**src/rtl/gray_to_binary_serial.sv**
```systemverilog
`timescale 1ns/1ps
// gray_to_binary_serial
//
// Serial Gray-to-binary decoder. It accepts one WIDTH-bit Gray word and
// resolves it MSB-first, one bit per clock, with the running XOR chain
// (bin[MSB] = g[MSB], bin[i] = bin[i+1] ^ g[i]). This avoids a WIDTH-deep
// combinational XOR path. The decoded word is held until it is accepted
// downstream, and a wrapping counter tracks the number of delivered words.
//
// Handshake semantics, on both sides: a transfer happens on a rising clk edge
// where valid && ready are both high. The producer holds valid and data
// stable until that edge. ready never depends combinationally on valid:
// in_ready and out_valid are decoded only from the state register.
//
// Ports:
//   clk        system clock, rising edge
//   rst        asynchronous active-high reset
//   in_valid   in_data holds a Gray word
//   in_ready   block can accept a word (IDLE only)
//   in_data    Gray-coded input word [WIDTH-1:0]
//   out_valid  out_data holds a completed decode (HOLD only)
//   out_ready  downstream accepts out_data
//   out_data   decoded binary word [WIDTH-1:0], registered
//   busy       high in DECODE or HOLD
//   word_cnt   delivered words modulo 2^CNT_W [CNT_W-1:0]
module gray_to_binary_serial #(
  parameter int WIDTH = 4,
  parameter int CNT_W = 8
) (
  input  logic             clk,
  input  logic             rst,
  input  logic             in_valid,
  output logic             in_ready,
  input  logic [WIDTH-1:0] in_data,
  output logic             out_valid,
  input  logic             out_ready,
  output logic [WIDTH-1:0] out_data,
  output logic             busy,
  output logic [CNT_W-1:0] word_cnt
);

  localparam int IDX_W = $clog2(WIDTH);

  typedef enum logic [1:0] {
    IDLE   = 2'd0,
    DECODE = 2'd1,
    HOLD   = 2'd2
  } state_t;

  state_t             state_q, state_d;
  logic [WIDTH-1:0]   gray_q, gray_d;
  logic [WIDTH-1:0]   acc_q, acc_d;
  logic [IDX_W-1:0]   idx_q, idx_d;
  logic               prev_q, prev_d;
  logic [WIDTH-1:0]   out_data_q, out_data_d;
  logic [CNT_W-1:0]   word_cnt_q, word_cnt_d;
  logic               bit_cur;

  // State register and datapath registers.
  always_ff @(posedge clk or posedge rst) begin
    if (rst) begin
      state_q    <= IDLE;
      gray_q     <= '0;
      acc_q      <= '0;
      idx_q      <= '0;
      prev_q     <= 1'b0;
      out_data_q <= '0;
      word_cnt_q <= '0;
    end else begin
      state_q    <= state_d;
      gray_q     <= gray_d;
      acc_q      <= acc_d;
      idx_q      <= idx_d;
      prev_q     <= prev_d;
      out_data_q <= out_data_d;
      word_cnt_q <= word_cnt_d;
    end
  end

  // Next-state and datapath logic.
  always_comb begin
    state_d    = state_q;
    gray_d     = gray_q;
    acc_d      = acc_q;
    idx_d      = idx_q;
    prev_d     = prev_q;
    out_data_d = out_data_q;
    word_cnt_d = word_cnt_q;
    bit_cur    = 1'b0;

    case (state_q)
      IDLE: begin
        // in_ready is high throughout IDLE, so in_valid alone completes the handshake.
        if (in_valid) begin
          gray_d  = in_data;
          idx_d   = IDX_W'(WIDTH - 1);
          prev_d  = 1'b0;
          acc_d   = '0;
          state_d = DECODE;
        end
      end
      DECODE: begin
        bit_cur       = prev_q ^ gray_q[idx_q];
        acc_d[idx_q]  = bit_cur;
        prev_d        = bit_cur;
        if (idx_q == '0) begin
          // The last bit is merged here, so out_data receives the complete word
          // on the same edge that enters HOLD.
          out_data_d = acc_d;
          state_d    = HOLD;
        end else begin
          idx_d = idx_q - 1'b1;
        end
      end
      HOLD: begin
        if (out_ready) begin
          word_cnt_d = word_cnt_q + 1'b1;
          state_d    = IDLE;
        end
      end
      default: begin
        state_d = IDLE;
      end
    endcase
  end

  assign in_ready  = (state_q == IDLE);
  assign out_valid = (state_q == HOLD);
  assign busy      = (state_q != IDLE);
  assign out_data  = out_data_q;
  assign word_cnt  = word_cnt_q;

endmodule

```
**config.mk**
```make
export PLATFORM = sky130hd
export DESIGN_NAME = gray_to_binary_serial
export DESIGN_NICKNAME = d
export VERILOG_FILES = /design/src/rtl/gray_to_binary_serial.sv
export SDC_FILE = /design/constraint.sdc
export NUM_CORES = 1
export LEC_CHECK = 0
export CAP_MARGIN = 20
export CORE_AREA = 2 2 54 51
export DETAILED_ROUTE_END_ITERATION = 8
export DIE_AREA = 0 0 56 53
export PLACE_DENSITY = 0.73
export SLEW_MARGIN = 20
export SYNTH_ARGS = -nofsm -noshare
export SYNTH_HDL_FRONTEND = slang
export SYNTH_SLANG_ARGS = --single-unit
```
**constraint.sdc**
```tcl
create_clock -name clk -period 4.37 [get_ports clk]
set_clock_uncertainty 0.15 [all_clocks]
set_input_delay 0.874 -clock clk [delete_from_list [all_inputs] [get_ports clk]]
set_output_delay 0.874 -clock clk [all_outputs]
set_load 0.01 [all_outputs]
```
[After elaboration in Yosys (flattened, before gate mapping)]
Index checks and enable logic that the tools add are counted.
Operators by class
  add/subtract/negate cells: 2
  order comparisons: 2
  equality and inequality tests: 6
  multiplexer cells: 16
  bitwise operators: 1
  reductions and logical operators: 11
Operators by type and width (number)
  $mux W2: 5
  $add A8 B1 Y8 const B: 1
  $pmux W4 S2: 1
  $reduce_and A2 Y1: 4
  $ne A2 B2 Y1 const B: 3
  $pmux W2 S3: 1
  $reduce_and A3 Y1: 2
  $bwmux W4: 1
  $logic_not A2 Y1: 2
  $mux W4: 1
  $pmux W2 S2: 1
  $reduce_bool A2 Y1: 2
  $lt A2 B3 Y1 const B: 1
  $mux W1: 3
  $bmux W1 S2: 1
  $demux W1 S2: 1
  $eq A2 B1 Y1 const B: 1
  $eq A2 B2 Y1 const B: 1
  $ge A2 B1 Y1 const B: 1
  $ne A2 B1 Y1 const B: 1
  $pmux W1 S2: 1
  $sub A2 B1 Y2 const B: 1
  $logic_and A1 B1 Y1: 1
  $xor A1 B1 Y1: 1
Storage, ports and cells
  bits in registers: 25
  input bits: 8
  output and inout port bits: 15
  logic and storage cells: 45

[Depth between registers and ports, before layout]
Gate-level depths: netlist (run 1).
  depth in word-level cells: 6
  gate-level depth with buffers: 6
  mapped depth without buffers: 5

[Least setup slack after synthesis (run 1)]
OpenSTA, ideal clock, no wires.
  path type: input-to-reg
  start point: input in_valid
  end point: register gray_q[0]
  library setup time: 0.125 ns
  data arrival time: 1.701 ns
  data required time: 4.095 ns
  setup slack: 2.394 ns
  stages: 3
  buffers on the path: 1
  cells stage by stage: or3b_2 > buf_2 > mux2_2
Between the ends
  longest elaborated chain between the ends: 1
Ends and longest elaborated chain
  from (decl): RTL line 32  | input logic in_valid,
  $reduce_and A2 Y1 (no source line)
  to (signal assigned): RTL line 71  | gray_q <= gray_d;
  to (decl): RTL line 51  | logic [WIDTH-1:0] gray_q, gray_d;
No other way between the ends.
A chain may end at the register's enable or synchronous reset.

[Worst setup path after layout (run 1)]
  start point: register state_q[0]
  end point: output in_ready
Between the ends
  longest elaborated chain between the ends: 1
Ends and longest elaborated chain
  from (decl): RTL line 50  | state_t state_q, state_d;
  from (signal assigned): RTL line 70  | state_q <= state_d;
  $logic_not A2 Y1: RTL line 127  | assign in_ready = (state_q == IDLE);
  to (decl): RTL line 33  | output logic in_ready,
No other way between the ends.

==> summary.txt, run 1 <==
Outcome
  • Outcome: finished, final reports clean

Clock network
  • Clock transition at path regs: 0.13 ns
  • Latest clock arrival within the worst-skew pair: 0.32 ns
  • Clock sink count: 24
  • Post-CTS Hold Buffers: 0
  • Clock tree buffer depth: 2
  • TritonCTS clock tree: yes
  • # resized after CTS: 0
  • Num CTS Buffers: 3
  • Setup Buffers After CTS: 0
  • CTS root buf: clkbuf_4
  • H-tree depth: 1

Cells and area
  • Commonest non-fill, non-tap cells in the layout: dfrtp_1 (24), clkdlybuf4s50_1 (22), nand2_1 (11), o21ai_0 (8), xor2_1 (6)
  • Reg area: 601 um2
  • Commonest non-fill, non-tap cell in the layout: dfrtp_1
  • Layout cells sized above 1: 11.2%
  • Area Growth Syn to Fin: 24.5%
  • Fillers: 210
  • Finished Layout Cells: 153
  • Antenna cells: 0
  • NumNets Final: 139
  • Area of the multi-input gates: 528 um2

Synthesis
  • Yosys warns: 0
  • Syn Inst Count: 101
  • Async S/R FF share, synth: 100%
  • Flops & latches, synth: 24
  • Post-synth top flop: dfrtp_1
  • Mean Syn Cell Area: 11.4 um2
  • Post-synthesis sequential area ratio: 51.9%
  • Count of cell types in the netlist: 31
  • Post-synth top area share: 51.9%
  • Synthesized net count: 114
  • Netlist Area Pre-Place: 0.00116 mm2
  • Largest cells by area after synthesis: dfrtp_1 (52%), ha_1 (5.4%), mux2_2 (4.9%)
  • EDFF count, synth: 0
  • Leading area contributor after synthesis: dfrtp_1

Setup path
  • CP max FO: 10
  • Startpoint Class: register
  • CP Cell Sequence: or2_2 > inv_1 > clkdlybuf4s50_1
  • Crit path required time: 3.35 ns
  • Kind of end point of the critical path: output pin
  • WS Path Type: reg -> out
  • Data arrival, critical path: 1.74 ns
  • Slowest cell delay on critical path: 0.52 ns
  • Critical Path Slowest Stage Cell: clkdlybuf4s50_1

Routing
  • Initial DRC count: 12
  • Post-DRT Antenna Nets: 0
  • First-pass DRT Iterations: 2
  • Final WL: 2040 um
  • Via count: 810
  • Vias/cell: 5.29
  • DRC Markers: 0
  • Avg WL per Cell: 13.3 um

Placed design
  • Port buffer count: 22
  • Placer Congestion: 0.807
  • DP Wirelength: 1510 um
  • Cells after DPL: 149

Timing
  • Slew margin rel.: 39.6%
  • Maximum clock frequency: 0.362 GHz
  • Setup Viol. Count Final: 0
  • Final worst path period need: 2.76 ns
  • Max-slew violations: 0
  • Fin Setup TNS: 0 ns
  • Final Hold Vio Count: 0
  • Worst-margin pin slew: 0.905 ns
  • Period utilisation layout: 63.2%
  • Unrepaired setup endpoints after global routing: false

Global route
  • GR met3 Demand/Resource: 3.67%
  • Busiest layer in global routing: met2
  • GRT Util Overall: 15.0%
  • Largest net degree at the start of global routing: 25
  • First-pass GRT wire length: 3360 um
  • Initial antenna violation count: 0
  • Grt met1 use: 18.6%
  • GR Layer Usage met2: 24.3%
  • Vias in the first global route: 756
  • GR Overflow Total: 0

Pwr
  • Power per cell area: 629 mW/mm2
  • Leakage power total: 0.000651 uW
  • Worst VDD drop: 405 uV

Die
  • Full die area: 0.00297 mm2
  • Die W: 56 um
  • Initial Util: 48.5%
  • Ports: 23
  • Die Ht: 53 um
  • Core area: 0.00238 mm2
  • # rows: 17

Flow run
  • Maxcap violations: 0

Hold path
  • Hold Path Class: reg -> reg
-- path summary, 6_finish.rpt --
kind	startpoint	endpoint	slack [ns]	cells after the start
worst max-delay path	state_q[0]	in_ready	1.61	3
worst min-delay path	word_cnt[7]	word_cnt[7]	0.32	1
worst max register to register	idx_q[0]	out_data[1]	2.55	3
worst min register to register	word_cnt[7]	word_cnt[7]	0.32	1
max in group asynchronous	rst	word_cnt[0]	2.63	2
min in group asynchronous	rst	out_data[3]	0.88	2
-- kinds of logic (layout without fill, tap and decap cells) --
kind of cell               count (synthesis)  in the layout  share of synthesized area [%]
and+or+nand+nor                           30             30                           14.0
AOI/OAI and AO/OA                         17             17                           10.1
xor gates and xnor gates                   9              9                           6.82
buffers and inverters                      7             31                           2.38
DFF                                       24             24                           51.9
adders and majority gates                  5              5                           5.41
muxes                                      9              9                           9.42
-- metrics by stage --
step                      setup slack, ns  total power (uW)  cell area (um2)  util, %  hold WS, ns
after detailed placement             1.91               794             1400     58.9        0.309
after CTS                            1.61               912             1440     60.4        0.329
after global routing                 1.55               979             1440     60.4        0.342
after global placement               1.93               779             1400     58.9        0.307
final                                1.61               906             1440     60.4        0.321
after floorplan                      2.39               648             1160        -        0.308
-- registers in the layout, indices dropped and copies added (netlist names) --
name      count
out_data      4
word_cnt      8
acc_q         3
idx_q         2
prev_q        1
gray_q        4
state_q       2
-- report_power, final --
part           switching [uW]  internal, uW
Clock                    67.0          50.9
Sequential               69.6           298
Combinational             195           225
Total                     332           574
-- layer usage --
layer,share of wire (%),vias up
li1,-,394
met1,48,393
met2,46,16
met3,3.9,7
met4,2.0,0
met5,0,-
-- critical path, delay by kind of cell (launching register included) --
kind	cells	cell delay, ns
buffers and inverters	2	0.58
flip-flops	1	0.49
AND/OR/NAND/NOR	1	0.35
-- final cells by class --
type / count / area share [%]
Tap cell: 28 / 2.43
Sequential cell: 24 / 41.7
Clock buffer: 4 / 2.52
Timing Repair Buffer: 22 / 15.3
Inverter: 5 / 1.30
Multi-Input combinational cell: 70 / 36.7
-- Yosys cell counts (2+ instances only) --
cell	n
dfrtp_1	24
a32o_1	3
mux2_2	5
ha_1	5
nor2b_1	4
o21ai_0	8
xor2_1	6
mux2i_1	3
nand2_1	11
inv_1	5
nor2_1	2
nand2b_1	3
xnor2_1	3
nor3_1	2
Power figures use the tool's default switching activity.
==> inputs of run 2 (changes only) <==
Settings changed: CORE_AREA 2 2 54 51 to 2 2 57 54, DIE_AREA 0 0 56 53 to 0 0 59 56, PLACE_DENSITY 0.73 to 0.68.
Clock period 4.37 ns to 2.4 ns, I/O delays scaled along.
==> run 2 against run 1 <==
Compared with the run above: combinational power up 84%; cell count up 2.6%; global-route usage down 1.5 points; design area up 2.4%; non-clock buffer count up 2; routed wire length down 6.2%; worst hold slack better by 0.0064 ns; core utilization down 4.9 points; setup slack worse by 1.5 ns; sequential share of layout area down 0.91 points; sequential cell count unchanged; critical endpoint unchanged; largest cell class unchanged; highest routed layer unchanged.
==> summary.txt, run 2 (synthesis results as in run 1) <==
Cells and area
  • Commonest non-fill, non-tap cells in the layout: dfrtp_1 (23), clkdlybuf4s50_1 (22), nand2_1 (11), o21ai_0 (8), xor2_1 (6) (was dfrtp_1 (24), clkdlybuf4s50_1 (22), nand2_1 (11), o21ai_0 (8), xor2_1 (6))
  • Area Growth Syn to Fin: 27.5% (was 24.5%)
  • Layout cells sized above 1: 13.4% (was 11.2%)
  • Max reg flops: 8 (unchanged)
  • Antenna cells: 0 (unchanged)
  • NumNets Final: 141 (was 139)
  • Final Cell Area: 0.00147 mm2 (was 0.00144 mm2)
  • Commonest non-fill, non-tap cell in the layout: dfrtp_1 (unchanged)

Hold path
  • Depth of the worst hold-timing path: 1 (unchanged)
  • Hold EP: word_cnt[7] (unchanged)
  • Hold Path Class: reg -> reg (unchanged)
  • Hold Startpoint: word_cnt[7] (unchanged)

Outcome
  • Outcome: finished, final reports clean (unchanged)

Global route
  • Largest net degree at the start of global routing: 25 (unchanged)
  • GRT Util Overall: 13.5% (was 15.0%)
  • Vias in the first global route: 797 (was 756)
  • First-pass GRT wire length: 3550 um (was 3360 um)
  • Initial antenna violation count: 0 (unchanged)
  • GR Overflow Total: 0 (unchanged)

Placed design
  • DP Wirelength: 1490 um (was 1510 um)
  • Post-DP Area: 0.00142 mm2 (was 0.00140 mm2)
  • Placer Congestion: 0.769 (was 0.807)
  • Port buffer count: 22 (unchanged)

Setup path
  • WS Path Type: reg -> out (unchanged)
  • Kind of end point of the critical path: output pin (unchanged)
  • FF-to-FF setup slack: 0.61 ns (was 2.55 ns)
  • Data arrival, critical path: 1.69 ns (was 1.74 ns)
  • Crit path required time: 1.77 ns (was 3.35 ns)
  • CP max FO: 10 (unchanged)
  • FF-to-FF End: acc_q[1] (was out_data[1])
  • Critical R2R Launch: idx_q[0] (unchanged)
  • Startpoint Class: register (unchanged)
  • Reg2reg path depth: 3 (unchanged)

Routing
  • Post-DRT Antenna Nets: 0 (unchanged)
  • Avg WL per Cell: 12.2 um (was 13.3 um)
  • Vias/cell: 4.97 (was 5.29)
  • First-pass DRT Iterations: 4 (was 2)
  • DRC Markers: 0 (unchanged)
  • Initial DRC count: 9 (was 12)
  • Final WL: 1910 um (was 2040 um)
  • Via count: 780 (was 810)

Clock network
  • TritonCTS clock tree: yes (unchanged)
  • Clock transition at path regs: 0.13 ns (about the same)
  • Latest clock arrival within the worst-skew pair: 0.31 ns (was 0.32 ns)
  • # resized after CTS: 0 (unchanged)
  • Post-CTS Hold Buffers: 0 (unchanged)
  • Clock tree buffer depth: 2 (unchanged)
  • Num CTS Buffers: 3 (unchanged)
  • Clock sink count: 24 (unchanged)
  • H-tree depth: 1 (unchanged)
  • Setup Buffers After CTS: 0 (unchanged)
  • CTS root buf: clkbuf_4 (unchanged)

Timing
  • Unrepaired setup endpoints after global routing: false (unchanged)
  • Period utilisation layout: 96.5%
  • Final Hold Vio Count: 0 (unchanged)
  • Worst-margin pin slew: 0.313 ns (was 0.905 ns)
  • Max-slew violations: 0 (unchanged)
  • Maximum clock frequency: 0.432 GHz
  • Setup Viol. Count Final: 0 (unchanged)
  • Final worst path period need: 2.32 ns
  • Fin Setup TNS: 0 ns (unchanged)
  • Slew margin rel.: 79.1% (was 39.6%)

Pwr
  • Power per cell area: 1170 mW/mm2 (was 629 mW/mm2)
  • Leakage power total: 0.000665 uW (was 0.000651 uW)
  • Worst VDD drop: 471 uV (was 405 uV)

Flow run
  • Maxcap violations: 0 (unchanged)

Die
  • Full die area: 0.00330 mm2 (was 0.00297 mm2)
  • # rows: 18 (was 17)
  • Die Ht: 56 um (was 53 um)
  • Die W: 59 um (was 56 um)
  • Core area: 0.00266 mm2 (was 0.00238 mm2)
  • Ports: 23 (unchanged)
  • Initial Util: 43.5% (was 48.5%)
run 2: power breakdown:
group          internal [uW]  leakage [uW]  switching [uW]
Clock                    169     0.0000279             125
Combinational            421      0.000332             353
Sequential               544      0.000305             110
run 2: worst max-delay path by stage:
stage                          start   endpoint  slack [ns]  depth (start not counted)
after floorplan             idx_q[0]   acc_q[1]        0.72                          3
after global placement      in_valid  gray_q[2]        0.36                          3
after detailed placement    in_valid  gray_q[1]        0.33                          3
after CTS                 state_q[1]   in_ready        0.03                          3
after global routing      state_q[1]   in_ready       0.003                          3
final                     state_q[1]   in_ready        0.08                          3
run 2: layer usage:
| layer | part of all wire (%) | GRT usage, % |
|---|---|---|
| met1 | 49 | 18.9 |
| met2 | 47 | 21.0 |
| met5 | 0 | 0 |
| met3 | 3.0 | 2.09 |
| met4 | 0.94 | 4.87 |
run 2: critical path, stage by stage, from the launching register on:
cell	delay, ns
dfrtp_2	0.48
or2_2	0.30
inv_1	0.06
clkdlybuf4s50_1	0.53
run 2: area by class of cell:
| type | instances | area [um2] |
|---|---|---|
| Clock buffer | 3 | 22.5 |
| Clock inverter | 1 | 30.0 |
| Fill cell | 248 | 1180 |
| Inverter | 5 | 18.8 |
| Multi-Input combinational cell | 70 | 528 |
| Sequential cell | 24 | 602 |
| Tap cell | 30 | 37.5 |
| Timing Repair Buffer | 24 | 235 |
run 2: metrics by stage:
step | setup slack [ns] | std cells | utilization [%] | hold slack (ns) | total power, uW
after floorplan | 0.720 | 101 | - | 0.308 | 1180
after detailed placement | 0.334 | 153 | 53.4 | 0.321 | 1450
after CTS | 0.0273 | 157 | 55.4 | 0.340 | 1750
after global routing | 0.00333 | 157 | 55.5 | 0.360 | 1870
after global placement | 0.360 | 153 | 53.4 | 0.312 | 1430
final | 0.0840 | 157 | 55.5 | 0.328 | 1720
